[src/rtl/empaq_pkg.sv]
// Shared constants and state type for the 2-bit symbol packer.
// Optional EMPAQ_PARITY_EN adds a registered parity bit beside the packed word.
package empaq_pkg;

  localparam int unsigned SYM_W_DEF   = 2;
  localparam int unsigned N_SLOTS_DEF = 4;

  typedef enum logic [1:0] {
    ESPERA    = 2'd0,
    LLENANDO  = 2'd1,
    BLOQUEADO = 2'd2
  } estado_e;

endpackage

[src/rtl/empaquetador_2a8_if.sv]
// Symbol-in / word-out handshake bundle for empaquetador_2a8.
// parity_out exists only when EMPAQ_PARITY_EN is defined.
interface empaquetador_2a8_if #(
  parameter int unsigned SYM_W = 2,
  parameter int unsigned OUT_W = 8
);

  logic             valid_in;
  logic [SYM_W-1:0] data_in;
  logic             ready_out;
  logic             valid_out;
  logic [OUT_W-1:0] data_out;
  logic             ready_in;
`ifdef EMPAQ_PARITY_EN
  logic             parity_out;
`endif

  modport slave (
    input  valid_in,
    input  data_in,
    input  ready_in,
    output ready_out,
    output valid_out,
    output data_out
`ifdef EMPAQ_PARITY_EN
    , output parity_out
`endif
  );

  modport master (
    output valid_in,
    output data_in,
    output ready_in,
    input  ready_out,
    input  valid_out,
    input  data_out
`ifdef EMPAQ_PARITY_EN
    , input parity_out
`endif
  );

endinterface

[src/rtl/empaq_reg_salida.sv]
// Output holding register with valid/ready; a load always wins over a transfer.
// EMPAQ_PARITY_EN adds a parity bit registered with the word.
module empaq_reg_salida #(
  parameter int unsigned OUT_W = 8
) (
  input  logic             clk_i,
  input  logic             reset_ni,  // synchronous
  input  logic             load_i,
  input  logic [OUT_W-1:0] word_i,
  input  logic             ready_i,
`ifdef EMPAQ_PARITY_EN
  output logic             parity_o,
`endif
  output logic             valid_o,
  output logic [OUT_W-1:0] data_o
);

  logic             valid_q, valid_d;
  logic [OUT_W-1:0] data_q, data_d;
`ifdef EMPAQ_PARITY_EN
  logic             parity_q, parity_d;
`endif

  always_comb begin
    valid_d = valid_q;
    data_d  = data_q;
`ifdef EMPAQ_PARITY_EN
    parity_d = parity_q;
`endif
    if (load_i) begin
      valid_d = 1'b1;
      data_d  = word_i;
`ifdef EMPAQ_PARITY_EN
      parity_d = ^word_i;
`endif
    end else if (valid_q && ready_i) begin
      // data is left as-is after a transfer; only valid drops
      valid_d = 1'b0;
    end
  end

  always_ff @(posedge clk_i) begin
    if (!reset_ni) begin
      valid_q <= 1'b0;
      data_q  <= '0;
`ifdef EMPAQ_PARITY_EN
      parity_q <= 1'b0;
`endif
    end else begin
      valid_q <= valid_d;
      data_q  <= data_d;
`ifdef EMPAQ_PARITY_EN
      parity_q <= parity_d;
`endif
    end
  end

  assign valid_o = valid_q;
  assign data_o  = data_q;
`ifdef EMPAQ_PARITY_EN
  assign parity_o = parity_q;
`endif

endmodule

[src/rtl/empaquetador_2a8.sv]
// Packs N_SLOTS consecutive SYM_W-bit symbols into one word, slot 0 in the LSBs.
// Define EMPAQ_PARITY_EN to add a registered parity_out on the word.
module empaquetador_2a8
  import empaq_pkg::*;
#(
  parameter int unsigned SYM_W   = SYM_W_DEF,
  parameter int unsigned N_SLOTS = N_SLOTS_DEF,  // legal range 2..8
  localparam int unsigned OUT_W  = SYM_W * N_SLOTS
) (
  input logic               clk,
  input logic               reset_L,
  empaquetador_2a8_if.slave bus_io
);

  localparam int unsigned CntW = $clog2(N_SLOTS);
  localparam logic [CntW-1:0] LastSlot = CntW'(N_SLOTS - 1);

  logic [CntW-1:0]  count_q, count_d;
  logic [OUT_W-1:0] acc_q, acc_d;
  estado_e          state_q, state_d;
  estado_e          estado;

  logic             valid_out;
  logic             last;
  logic             bloqueado;
  logic             ready_out;
  logic             accept;
  logic             load;
  logic             valid_nx;
  logic [OUT_W-1:0] word;

  assign last      = (count_q == LastSlot);
  assign bloqueado = last && valid_out && !bus_io.ready_in;
  assign accept    = bus_io.valid_in && ready_out;
  assign load      = accept && last;
  assign valid_nx  = load || (valid_out && !bus_io.ready_in);
  // last symbol goes straight to the output register, bypassing the accumulator
  assign word      = acc_q | (OUT_W'(bus_io.data_in) << (SYM_W * (N_SLOTS - 1)));

  always_comb begin
    count_d = count_q;
    acc_d   = acc_q;
    if (accept) begin
      if (last) begin
        count_d = '0;
        acc_d   = '0;
      end else begin
        count_d = count_q + CntW'(1);
        acc_d[count_q*SYM_W +: SYM_W] = bus_io.data_in;
      end
    end
  end

  // state_q tracks occupancy; BLOQUEADO depends on this cycle's ready_in, so it is combinational
  always_comb begin
    state_d = state_q;
    if (count_d == '0 && !valid_nx) begin
      state_d = ESPERA;
    end else begin
      state_d = LLENANDO;
    end
    estado    = bloqueado ? BLOQUEADO : state_q;
    ready_out = !reset_L || (estado != BLOQUEADO);
  end

  always_ff @(posedge clk) begin
    if (!reset_L) begin
      count_q <= '0;
      acc_q   <= '0;
      state_q <= ESPERA;
    end else begin
      count_q <= count_d;
      acc_q   <= acc_d;
      state_q <= state_d;
    end
  end

  empaq_reg_salida #(
    .OUT_W (OUT_W)
  ) u_reg_salida (
    .clk_i    (clk),
    .reset_ni (reset_L),
    .load_i   (load),
    .word_i   (word),
    .ready_i  (bus_io.ready_in),
`ifdef EMPAQ_PARITY_EN
    .parity_o (bus_io.parity_out),
`endif
    .valid_o  (valid_out),
    .data_o   (bus_io.data_out)
  );

  assign bus_io.valid_out = valid_out;
  assign bus_io.ready_out = ready_out;

endmodule

[src/flat_wrapper.sv]
// flat-port wrapper written by rule: the top's interface ports become plain ports
module empaquetador_2a8_flat import empaq_pkg::*;
#(
  parameter int unsigned SYM_W   = SYM_W_DEF,
  parameter int unsigned N_SLOTS = N_SLOTS_DEF,                     
  localparam int unsigned OUT_W  = SYM_W * N_SLOTS
)
  (clk, reset_L, bus_io_valid_in, bus_io_data_in, bus_io_ready_in, bus_io_ready_out, bus_io_valid_out, bus_io_data_out);
  empaquetador_2a8_if #(.SYM_W(SYM_W)) bus_io_i ();
  input logic clk;
  input logic reset_L;
  input wire logic [$bits(bus_io_i.valid_in)-1:0] bus_io_valid_in;
  input wire logic [$bits(bus_io_i.data_in)-1:0] bus_io_data_in;
  input wire logic [$bits(bus_io_i.ready_in)-1:0] bus_io_ready_in;
  output wire logic [$bits(bus_io_i.ready_out)-1:0] bus_io_ready_out;
  output wire logic [$bits(bus_io_i.valid_out)-1:0] bus_io_valid_out;
  output wire logic [$bits(bus_io_i.data_out)-1:0] bus_io_data_out;
  assign bus_io_i.valid_in = bus_io_valid_in;
  assign bus_io_i.data_in = bus_io_data_in;
  assign bus_io_i.ready_in = bus_io_ready_in;
  assign bus_io_ready_out = bus_io_i.ready_out;
  assign bus_io_valid_out = bus_io_i.valid_out;
  assign bus_io_data_out = bus_io_i.data_out;
  empaquetador_2a8 #(.SYM_W(SYM_W), .N_SLOTS(N_SLOTS)) u_core (.clk(clk), .reset_L(reset_L), .bus_io(bus_io_i));
endmodule
[config.mk]
export PLATFORM = sky130hd
export DESIGN_NAME = empaquetador_2a8_flat
export DESIGN_NICKNAME = d
export VERILOG_FILES = /design/src/rtl/empaq_pkg.sv /design/src/rtl/empaquetador_2a8_if.sv /design/src/rtl/empaq_reg_salida.sv /design/src/rtl/empaquetador_2a8.sv /design/src/flat_wrapper.sv
export SDC_FILE = /design/constraint.sdc
export NUM_CORES = 1
export LEC_CHECK = 0
export CAP_MARGIN = 40
export CORE_MARGIN = 4
export CORE_UTILIZATION = 54
export CTS_CLUSTER_SIZE = 20
export DETAILED_ROUTE_END_ITERATION = 10
export PLACE_DENSITY_LB_ADDON = 0.08
export SETUP_SLACK_MARGIN = 0.15
export SLEW_MARGIN = 30
export SYNTH_ARGS = -nofsm -noshare
export SYNTH_HDL_FRONTEND = slang
export SYNTH_SLANG_ARGS = --single-unit
[constraint.sdc]
create_clock -name clk -period 2.5 [get_ports clk]
set_input_delay 0.75 -clock clk [delete_from_list [all_inputs] [get_ports clk]]
set_output_delay 0.75 -clock clk [all_outputs]
set_load 0.1 [all_outputs]
==> results of run 1 <==
## stage by stage
step	hold slack [ns]	total power, mW	instance area, sq um
final	0.4796	0.5274	1086
after global routing	0.4971	0.5523	1086
after CTS	0.4775	0.5280	1084
after global placement	0.4540	0.3794	1060
after floorplan	0.4350	0.3607	905.9
after detailed placement	0.4629	0.3818	1060
## state kept, by name, indices dropped and copies added, names as in the netlist
name and cells:
u_core.count_q 2, u_core.u_reg_salida.data_o 8, u_core.acc_q 8, u_core.u_reg_salida.valid_o 1
## worst max-delay path, stage by stage
cell	delay (ns)
dlygate4sd2_1	0.24
and4b_4	0.32
inv_2	0.06
buf_12	0.16
## power breakdown
part           switching (mW)  leakage, nW  total [mW]  internal (mW)
Combinational          0.0351        0.259      0.0617         0.0267
Clock                  0.0913       0.0150       0.153         0.0620
Sequential            0.00497        0.154       0.312          0.307
Total                   0.131        0.428       0.527          0.396
## synthesized netlist by cell type, drive strengths merged (2+ instances only)
| library cell | count | share of area [%] |
|---|---|---|
| dfxtp | 19 | 42 |
| a21oi | 13 | 7.2 |
| o21ai | 9 | 5.0 |
| nand2 | 7 | 2.9 |
| nand3 | 7 | 3.9 |
| nand4 | 6 | 4.1 |
| ha | 5 | 6.9 |
| inv | 5 | 2.1 |
| mux2i | 4 | 4.4 |
| buf | 3 | 2.2 |
| clkbuf | 3 | 1.5 |
| nor2 | 3 | 1.2 |
| a311oi | 2 | 1.9 |
| and2 | 2 | 1.4 |
| and3 | 2 | 1.4 |
| and3b | 2 | 1.9 |
| o221ai | 2 | 1.9 |
| or3 | 2 | 1.9 |
## metal layers
layer / vias to the layer above / track usage, % / part of all wire [%]
met2: 22 / 26.52 / 47
li1: 402 / - / -
met3: 4 / 4.281 / 5.8
met4: 0 / 6.726 / 1.3
met5: - / 0 / 0
met1: 349 / 21.38 / 46
## worst min-delay path by stage
stage | endpoint | slack [ns]
final | u_core.u_reg_salida.data_o[5]$_SDFFE_PN0P_ | 0.48
after global routing | u_core.u_reg_salida.data_o[2]$_SDFFE_PN0P_ | 0.50
after detailed placement | u_core.u_reg_salida.data_o[2]$_SDFFE_PN0P_ | 0.46
after CTS | u_core.u_reg_salida.data_o[2]$_SDFFE_PN0P_ | 0.48
after floorplan | u_core.acc_q[4]$_SDFFE_PN0P_ | 0.43
after global placement | u_core.acc_q[1]$_SDFFE_PN0P_ | 0.45
## logic make-up (layout without fill, tap and decap cells)
group / count (synthesis) / after routing / share of synthesized area, %
adders and majority gates: 5 / 5 / 6.916
buffers and inverters: 11 / 28 / 5.807
AOI/OAI and AO/OA: 26 / 26 / 16.04
and+or+nand+nor: 37 / 37 / 24.76
muxes: 4 / 4 / 4.426
DFF: 19 / 19 / 42.05
## cells in the final DEF (no fill, tap or decap), drive strengths merged
cell,Yosys,routed
mux2i,4,4
and4bb,1,1
and4b,1,1
clkbuf,3,4
nor2b,1,1
a311oi,2,2
or3,2,2
o21ai,9,9
and3,2,2
nand2b,1,1
nand2,7,7
and3b,2,2
and2,2,2
clkdlybuf4s50,0,3
o221ai,2,2
nand3,7,7
ha,5,5
nand4,6,6
nor2,3,3
dlygate4sd2,0,2
dfxtp,19,19
nand3b,1,1
inv,5,5
a21oi,13,13
nor3b,1,1
buf,3,14
## layout make-up
type                    count  area, sq um  area share [%]
clock buffers               4        26.28           2.419
well taps                  16        20.02           1.843
inverters                   5        18.77           1.728
repair buffers             19        165.2           15.21
flip-flops and latches     19        381.6           35.14
multi-input cells          72        474.2           43.66
## what timing repair did
item / CTS / global route
resized for setup: 3 / 1
setup endpoints to repair: 1 / 1
hold buffers: 0 / 0
==> reports/qor.csv, run 1 <==
metric;value;unit
outcome;complete, no violations;
Post-Syn Nets;113;
first-pass GRT wire length;3263;microns
GRT overflow;0;
max cap viols;0;
clock buffer depth;2;
total die area;2394;sq um
Reg-to-Reg End;u_core.u_reg_salida.data_o[6]$_SDFFE_PN0P_;
final net count;131;
gpl congestion;0.8285;
Setup crit end;bus_io_ready_out;
Worst setup EP type;output port;
Synth Flop Type;dfxtp_1;
post-route setup slack;0.2169;ns
Ports;16;
clock skew;0.005188;ns
drt pass-1 iters;4;
Worst VDD drop;0.0003715;V
vias in the first global route;729;
Horiz. Die Dim;48.93;microns
number of synthesized flops with an enable pin;0;
critical path class;in -> out;
Fin. Hold Viols;0;
WP data arrival;1.53;ns
worst r2r path cells;4;
# port buffers;15;
layout cell share with drive strength beyond 1;20.17;%
startpoint types;input port;
H-tree Lvls;1;
async set-reset flop share out of synthesis;0;%
Hold Crit Class;reg -> reg;
total core area;1541;sq um
warnings from Yosys;0;
Worst-path clk slew;0.10;ns
RSZ-0062 raised after global routing;no;
post-route ant nets;0;
Antenna Diode Count;0;
final WL;1886;microns
Tot GR Track Use;16.73;%
Final setup viols;0;
Starting DRT DRC Count;19;
r2r setup slk;0.90;ns
clk_lat worst skew;0.29;ns
register area share after synthesis;42.05;%
Req. time, crit path;1.75;ns
Mapped Cells;102;
pre-CTS WS;-0.001375;ns
Synth cell types;28;
Slew @ Worst Pin;0.4059;ns
postcts setup bufs;0;
final worst-path cycle share;91.33;%
synthesized cell area;904.6;sq um
min cycle time layout;2.283;ns
CTS sink cnt;19;
initial antenna violation count;0;
DP HPWL;1422;microns
Slew HR;72.88;%
CTS root buf;clkbuf_4;
final core occ;70.45;%
# fillers;147;
hold_sp;u_core.u_reg_salida.data_o[5]$_SDFFE_PN0P_;
DRC Markers;0;
Max Freq;438.0;MHz
max-slew violation total from the final report;0;
Finished Layout Cells;135;
Placed Cells;131;
FF-to-FF Start;u_core.count_q[0]$_SDFF_PN0_;
static leakage;0.4281;nW
Via density;5.756;
CTS tree;yes;
largest net degree at the start of global routing;14;
Area growth syn-to-layout;20.06;%
Num CTS Buffers;3;
Die Span Y;48.93;microns
synthesized area per cell;8.869;sq um
Worst Setup SP;bus_io_ready_in;
CP max FO;2;
initial core utilization;58.69;%
P per Cell Area;485.6;nW/um^2
Vias;777;
Final TNS setup;0;ns
DR WL/cell;13.97;microns
WHS Path Cells;2;
Rows;14;
register bit total from synthesis;19;
(Power assumes the default switching activity.)
==> run 2: changes to the inputs <==
Settings changed: ABC_AREA set to 1, CAP_MARGIN 40 to 20, SETUP_SLACK_MARGIN 0.15 to not set.
==> run 2 against run 1 <==
  * Sequential share of layout area decreased by 0.87 points
  * Die area increased by 1.7%
  * Fmax decreased by 2.6%
  * Critical path type unchanged
  * Critical endpoint unchanged
  * Highest routed layer unchanged
==> reports/qor.csv, run 2 <==
metric;value;unit;change
drt pass-1 iters;4;;unchanged
post-route ant nets;0;;unchanged
Vias;836;;+7.6%
register bit total from synthesis;19;;unchanged
Worst Setup SP;reset_L;;
clock skew;0.005256;ns;+0.00006833 ns
Ports;16;;unchanged
Worst-path clk slew;0.11;ns;about the same
Tot GR Track Use;16.32;%;-0.41 points
initial core utilization;59.23;%;+0.54 points
worst r2r path cells;8;;+4
Die Span Y;49.35;microns;+0.86%
Fin. Hold Viols;0;;unchanged
RSZ-0062 raised after global routing;no;;
max cap viols;0;;unchanged
outcome;complete, no violations;;
GRT met3 Usage;3.058;%;-1.2 points
Synth Flop Type;dfxtp_1;;
H-tree Lvls;1;;unchanged
Horiz. Die Dim;49.35;microns;+0.86%
commonest non-fill, non-tap cells in the layout;28 x nand2_1, 23 x inv_1, 19 x dfxtp_1, 17 x nor2_1, 13 x buf_4;;
CTS root buf;clkbuf_4;;
number of synthesized flops with an enable pin;0;;unchanged
final core occ;71.19;%;+0.73 points
Clk pwr share;27.4;%;-1.7 points
FF-to-FF Start;u_core.count_q[0]$_SDFF_PN0_;;
Synth area leaders;dfxtp_1 41%, nand2_1 11%, inv_1 9.3%, nor2_1 6.9%, ha_1 6.8%;;
Rows;14;;unchanged
clk_lat worst skew;0.30;ns;about the same
CTS Hold Bufs;0;;unchanged
initial antenna violation count;0;;unchanged
Mapped Cells;132;;+29%
hold_sp;u_core.acc_q[7]$_SDFFE_PN0P_;;
M2 GR Usage;26.56;%;+0.041 points
warnings from Yosys;0;;unchanged
final worst-path cycle share;93.80;%;+2.5 points
combinational share of power;16.6;%;+4.9 points
clock buffer depth;2;;unchanged
Req. time, crit path;1.75;ns;about the same
GRT overflow;0;;unchanged
Final setup viols;0;;unchanged
CTS tree;yes;;
Area growth syn-to-layout;20.19;%;
min cycle time layout;2.345;ns;+0.06181 ns
Final TNS setup;0;ns;unchanged
Reg power frac;56.0;%;-3.2 points
static leakage;0.5625;nW;+31%
critical path class;in -> out;;
commonest non-fill, non-tap cell in the layout;nand2_1;;
CTS sink cnt;19;;unchanged
final net count;162;;+24%
first-pass GRT wire length;3077;microns;-5.7%
layout cell share with drive strength beyond 1;15.33;%;-4.8 points
Via density;5.036;;-12%
PostCTS Resize Cnt;0;;-3
CP max FO;2;;unchanged
Slew HR;75.61;%;+2.7 points
Antenna Diode Count;0;;unchanged
Worst VDD drop;0.0003571;V;-3.9%
DR WL/cell;10.58;microns;-24%
switching share of total power;28.87;%;+4.0 points
async set-reset flop share out of synthesis;0;%;unchanged
Max Freq;426.4;MHz;-2.6%
gr busiest metal;met2;;
Post-Syn Nets;143;;+27%
Synth cell types;19;;-32%
max-slew violation total from the final report;0;;unchanged
Int Pwr;406.7;uW;+2.7%
# fillers;136;;-7.5%
startpoint types;input port;;
# port buffers;15;;unchanged
WHS Path Cells;2;;unchanged
postcts setup bufs;0;;unchanged
Starting DRT DRC Count;11;;-8
share of the synthesized area in the top cell type;41.19;%;-0.85 points
top-count cell post-synth;nand2_1;;
largest area contributor in the netlist;dfxtp_1;;
Worst setup EP type;output port;;
Tot Pwr;571.8;uW;+8.4%
final WL;1757;microns;-6.8%
Psw;165.1;uW;+26%
Hold Crit Class;reg -> reg;;
vias in the first global route;726;;-0.41%
synthesized cell area;923.4;sq um;+2.1%
Num CTS Buffers;3;;unchanged
DP HPWL;1317;microns;-7.3%
Post-synth top cells;28 x nand2_1, 23 x inv_1, 19 x dfxtp_1;;
P per Cell Area;515.2;nW/um^2;+6.1%
total die area;2435;sq um;+1.7%
synthesized area per cell;6.995;sq um;-21%
largest net degree at the start of global routing;15;;+1
WP data arrival;1.59;ns;+0.06 ns
gpl congestion;0.8597;;+3.8%
DRC Markers;0;;unchanged
total core area;1559;sq um;+1.1%
GR Util met1;20.15;%;-1.2 points
register area share after synthesis;41.19;%;-0.85 points
Slew @ Worst Pin;0.3647;ns;-0.04126 ns
[run 2: worst max-delay path, cell delays in order]
cell and delay (ns):
clkdlybuf4s50_1 0.48, nand2_1 0.06, inv_2 0.05, nand2_2 0.07, buf_12 0.17
[run 2: per-stage QoR]
stage	worst slack, ns	cell area (sq um)	cells	hold slack [ns]
finish	0.1550	1110	166	0.4636
global route	0.1024	1110	166	0.4882
CTS	0.1507	1110	166	0.4658
detailed placement	0.1541	1082	162	0.4494
global placement	0.1680	1082	162	0.4438
floorplan	0.2024	923.4	132	0.4331
[run 2: kinds of logic (layout without fill, tap and decap cells)]
logic type | after synthesis | count (layout) | share of synthesized area, %
fa+ha+maj | 5 | 5 | 6.775
buf+inv | 29 | 47 | 12.87
flops | 19 | 19 | 41.19
compound gates | 10 | 10 | 5.826
simple gates | 69 | 69 | 33.33
[run 2: worst paths after layout]
kind / endpoint / slack, ns
worst max register to register: u_core.u_reg_salida.data_o[7]$_SDFFE_PN0P_ / 0.92
worst min register to register: u_core.acc_q[7]$_SDFFE_PN0P_ / 0.46
worst max-delay path: bus_io_ready_out / 0.16
worst min-delay path: u_core.acc_q[7]$_SDFFE_PN0P_ / 0.46
[run 2: power by group through the flow]
stage               sequential (mW)  clock [mW]  combinational [mW]
floorplan                     0.337           0              0.0574
global placement              0.327           0              0.0932
detailed placement            0.327           0              0.0946
CTS                           0.320       0.162              0.0954
global route                  0.322       0.177               0.108
finish                        0.320       0.157              0.0950
[run 2: final cells by class]
class / instances / area [sq um] / area share, %
flip-flops and latches: 19 / 380.4 / 34.27
clock inverters: 1 / 5.005 / 0.4510
repair buffers: 19 / 167.7 / 15.11
multi-input cells: 84 / 424.2 / 38.22
well taps: 16 / 20.02 / 1.804
clock buffers: 3 / 22.52 / 2.029
inverters: 24 / 90.09 / 8.117
[run 2: layer usage]
layer / part of all wire [%] / vias to the layer above
met5: 0 / -
met4: 2.0 / 0
met3: 3.8 / 5
met2: 46 / 14
met1: 48 / 370
li1: - / 447
==> run 3: changes to the inputs <==
Settings changed: GPL_ROUTABILITY_DRIVEN set to 0, PLACE_DENSITY set to 0.83, PLACE_DENSITY_LB_ADDON 0.08 to not set.
==> run 3 against run 2 <==
  * Core utilization increased by 0.40 points
  * Largest cell class unchanged
  * Highest routed layer unchanged
  * Clock power decreased by 4%
  * Register-to-register slack about the same
  * Critical path type unchanged
==> reports/qor.csv, run 3 (synthesis gave the netlist of run 2 again) <==
metric;value;unit;change
r2r setup slk;0.92;ns;about the same
Max Freq;429.0;MHz;+0.60%
H-tree Lvls;1;;unchanged
post-route ant nets;0;;unchanged
FF-to-FF Start;u_core.count_q[0]$_SDFF_PN0_;;
clk_lat worst skew;0.29;ns;about the same
commonest non-fill, non-tap cell in the layout;nand2_1;;
worst-path cell with the longest stage delay;clkdlybuf4s50_1;;
largest net degree at the start of global routing;15;;unchanged
PostCTS Resize Cnt;0;;unchanged
DRC Markers;0;;unchanged
max cap viols;0;;unchanged
postcts setup bufs;0;;unchanged
final worst-path cycle share;93.24;%;-0.56 points
WHS Path Cells;2;;unchanged
CP max FO;2;;unchanged
Worst VDD drop;0.0002963;V;-17%
Slew HR;81.19;%;+5.6 points
DR WL/cell;11.13;microns;+5.2%
final core occ;71.59;%;+0.40 points
clock buffer depth;2;;unchanged
final WL;1859;microns;+5.8%
total die area;2435;sq um;unchanged
startpoint types;input port;;
drt pass-1 iters;4;;unchanged
clock skew;0.002457;ns;-0.002799 ns
Reg-to-Reg End;u_core.u_reg_salida.data_o[6]$_SDFFE_PN0P_;;
# fillers;129;;-5.1%
Slew @ Worst Pin;0.2812;ns;-0.08343 ns
Final TNS setup;0;ns;unchanged
Starting DRT DRC Count;19;;+8
Rows;14;;unchanged
Worst-path clk slew;0.10;ns;about the same
Area growth syn-to-layout;20.87;%;
Horiz. Die Dim;49.35;microns;unchanged
Fin. Hold Viols;0;;unchanged
worst r2r path cells;9;;+1
# port buffers;15;;unchanged
hold_sp;u_core.acc_q[6]$_SDFFE_PN0P_;;
min cycle time layout;2.331;ns;-0.01404 ns
outcome;complete, no violations;;
final net count;163;;+0.62%
Tot GR Track Use;17.86;%;+1.5 points
cells along the critical path;clkdlybuf4s50_1 -> nand2_1 -> inv_2 -> nand2_2 -> buf_12;;
vias in the first global route;775;;+6.7%
hold slack;0.4639;ns;+0.0003080 ns
Worst setup EP type;output port;;
layout cell share with drive strength beyond 1;15.23;%;-0.10 points
CTS root buf;clkbuf_4;;
Ports;16;;unchanged
static leakage;0.5646;nW;+0.37%
WP data arrival;1.58;ns;about the same
slowest stage delay, CP;0.47;ns;about the same
worst hold path endpoint;u_core.acc_q[6]$_SDFFE_PN0P_;;
P per Cell Area;507.9;nW/um^2;-1.4%
CTS Hold Bufs;0;;unchanged
Vias;848;;+1.4%
total core area;1559;sq um;unchanged
max-slew violation total from the final report;0;;unchanged
Antenna Diode Count;0;;unchanged
CTS sink cnt;19;;unchanged
RSZ-0062 raised after global routing;no;;
Req. time, crit path;1.75;ns;about the same
Hold Crit Class;reg -> reg;;
CTS tree;yes;;
first-pass GRT wire length;3346;microns;+8.7%
Via density;5.078;;+0.83%
critical path class;in -> out;;
Die Span Y;49.35;microns;unchanged
DP HPWL;1457;microns;+11%
Final setup viols;0;;unchanged
Num CTS Buffers;3;;unchanged
initial core utilization;59.23;%;unchanged
commonest non-fill, non-tap cells in the layout;28 x nand2_1, 23 x inv_1, 19 x dfxtp_1, 17 x nor2_1, 14 x buf_4;;
GRT overflow;0;;unchanged
initial antenna violation count;0;;unchanged
-- run 3: changes by cell type in the layout (fill, tap and decap cells not counted), sizes merged --
cell,change
clkbuf,+1
buf,+1
clkinv,-1
-- run 3: through the flow --
step	area (sq um)	setup WS [ns]	power, mW	instances
after floorplan	923.4	0.2024	0.3944	132
after global placement	1090	0.1674	0.4203	163
after detailed placement	1090	0.1666	0.4242	163
after CTS	1116	0.1655	0.5736	167
after global routing	1116	0.1356	0.6140	167
final	1116	0.1691	0.5668	167
-- run 3: metal layers --
| layer | up-vias | GRT usage [%] | share of wire [%] |
|---|---|---|---|
| met5 | - | 0 | 0 |
| met4 | 0 | 5.687 | 0.70 |
| met3 | 2 | 6.116 | 4.8 |
| met2 | 14 | 30.80 | 50 |
| met1 | 379 | 20.37 | 44 |
| li1 | 453 | - | - |
-- run 3: worst max-delay path, delay by kind of cell --
| family | cells | cell delay (ns) |
|---|---|---|
| buffers and inverters | 3 | 0.69 |
| AND/OR/NAND/NOR | 2 | 0.13 |
-- run 3: where the power goes --
part	internal, mW	total (mW)	switching [mW]
combinational	0.0351	0.0965	0.0615
sequential	0.313	0.320	0.00745
clock	0.0620	0.150	0.0879
-- run 3: layout make-up --
cell class	count	area, sq um	area share (%)
multi-input cells	84	424.2	38.00
flip-flops and latches	19	380.4	34.08
repair buffers	20	175.2	15.70
inverters	24	90.09	8.072
clock buffers	4	26.28	2.354
well taps	16	20.02	1.794
-- run 3: worst max path at each step --
stage                                                  start               end  slack, ns  depth (start not counted)
finish                                               reset_L  bus_io_ready_out       0.17                          5
global route                                 bus_io_ready_in  bus_io_ready_out       0.14                          4
CTS                                                  reset_L  bus_io_ready_out       0.17                          5
detailed placement                                   reset_L  bus_io_ready_out       0.17                          5
global placement                                     reset_L  bus_io_ready_out       0.17                          5
floorplan           u_core.u_reg_salida.valid_o$_SDFFE_PN0P_  bus_io_ready_out       0.20                          4
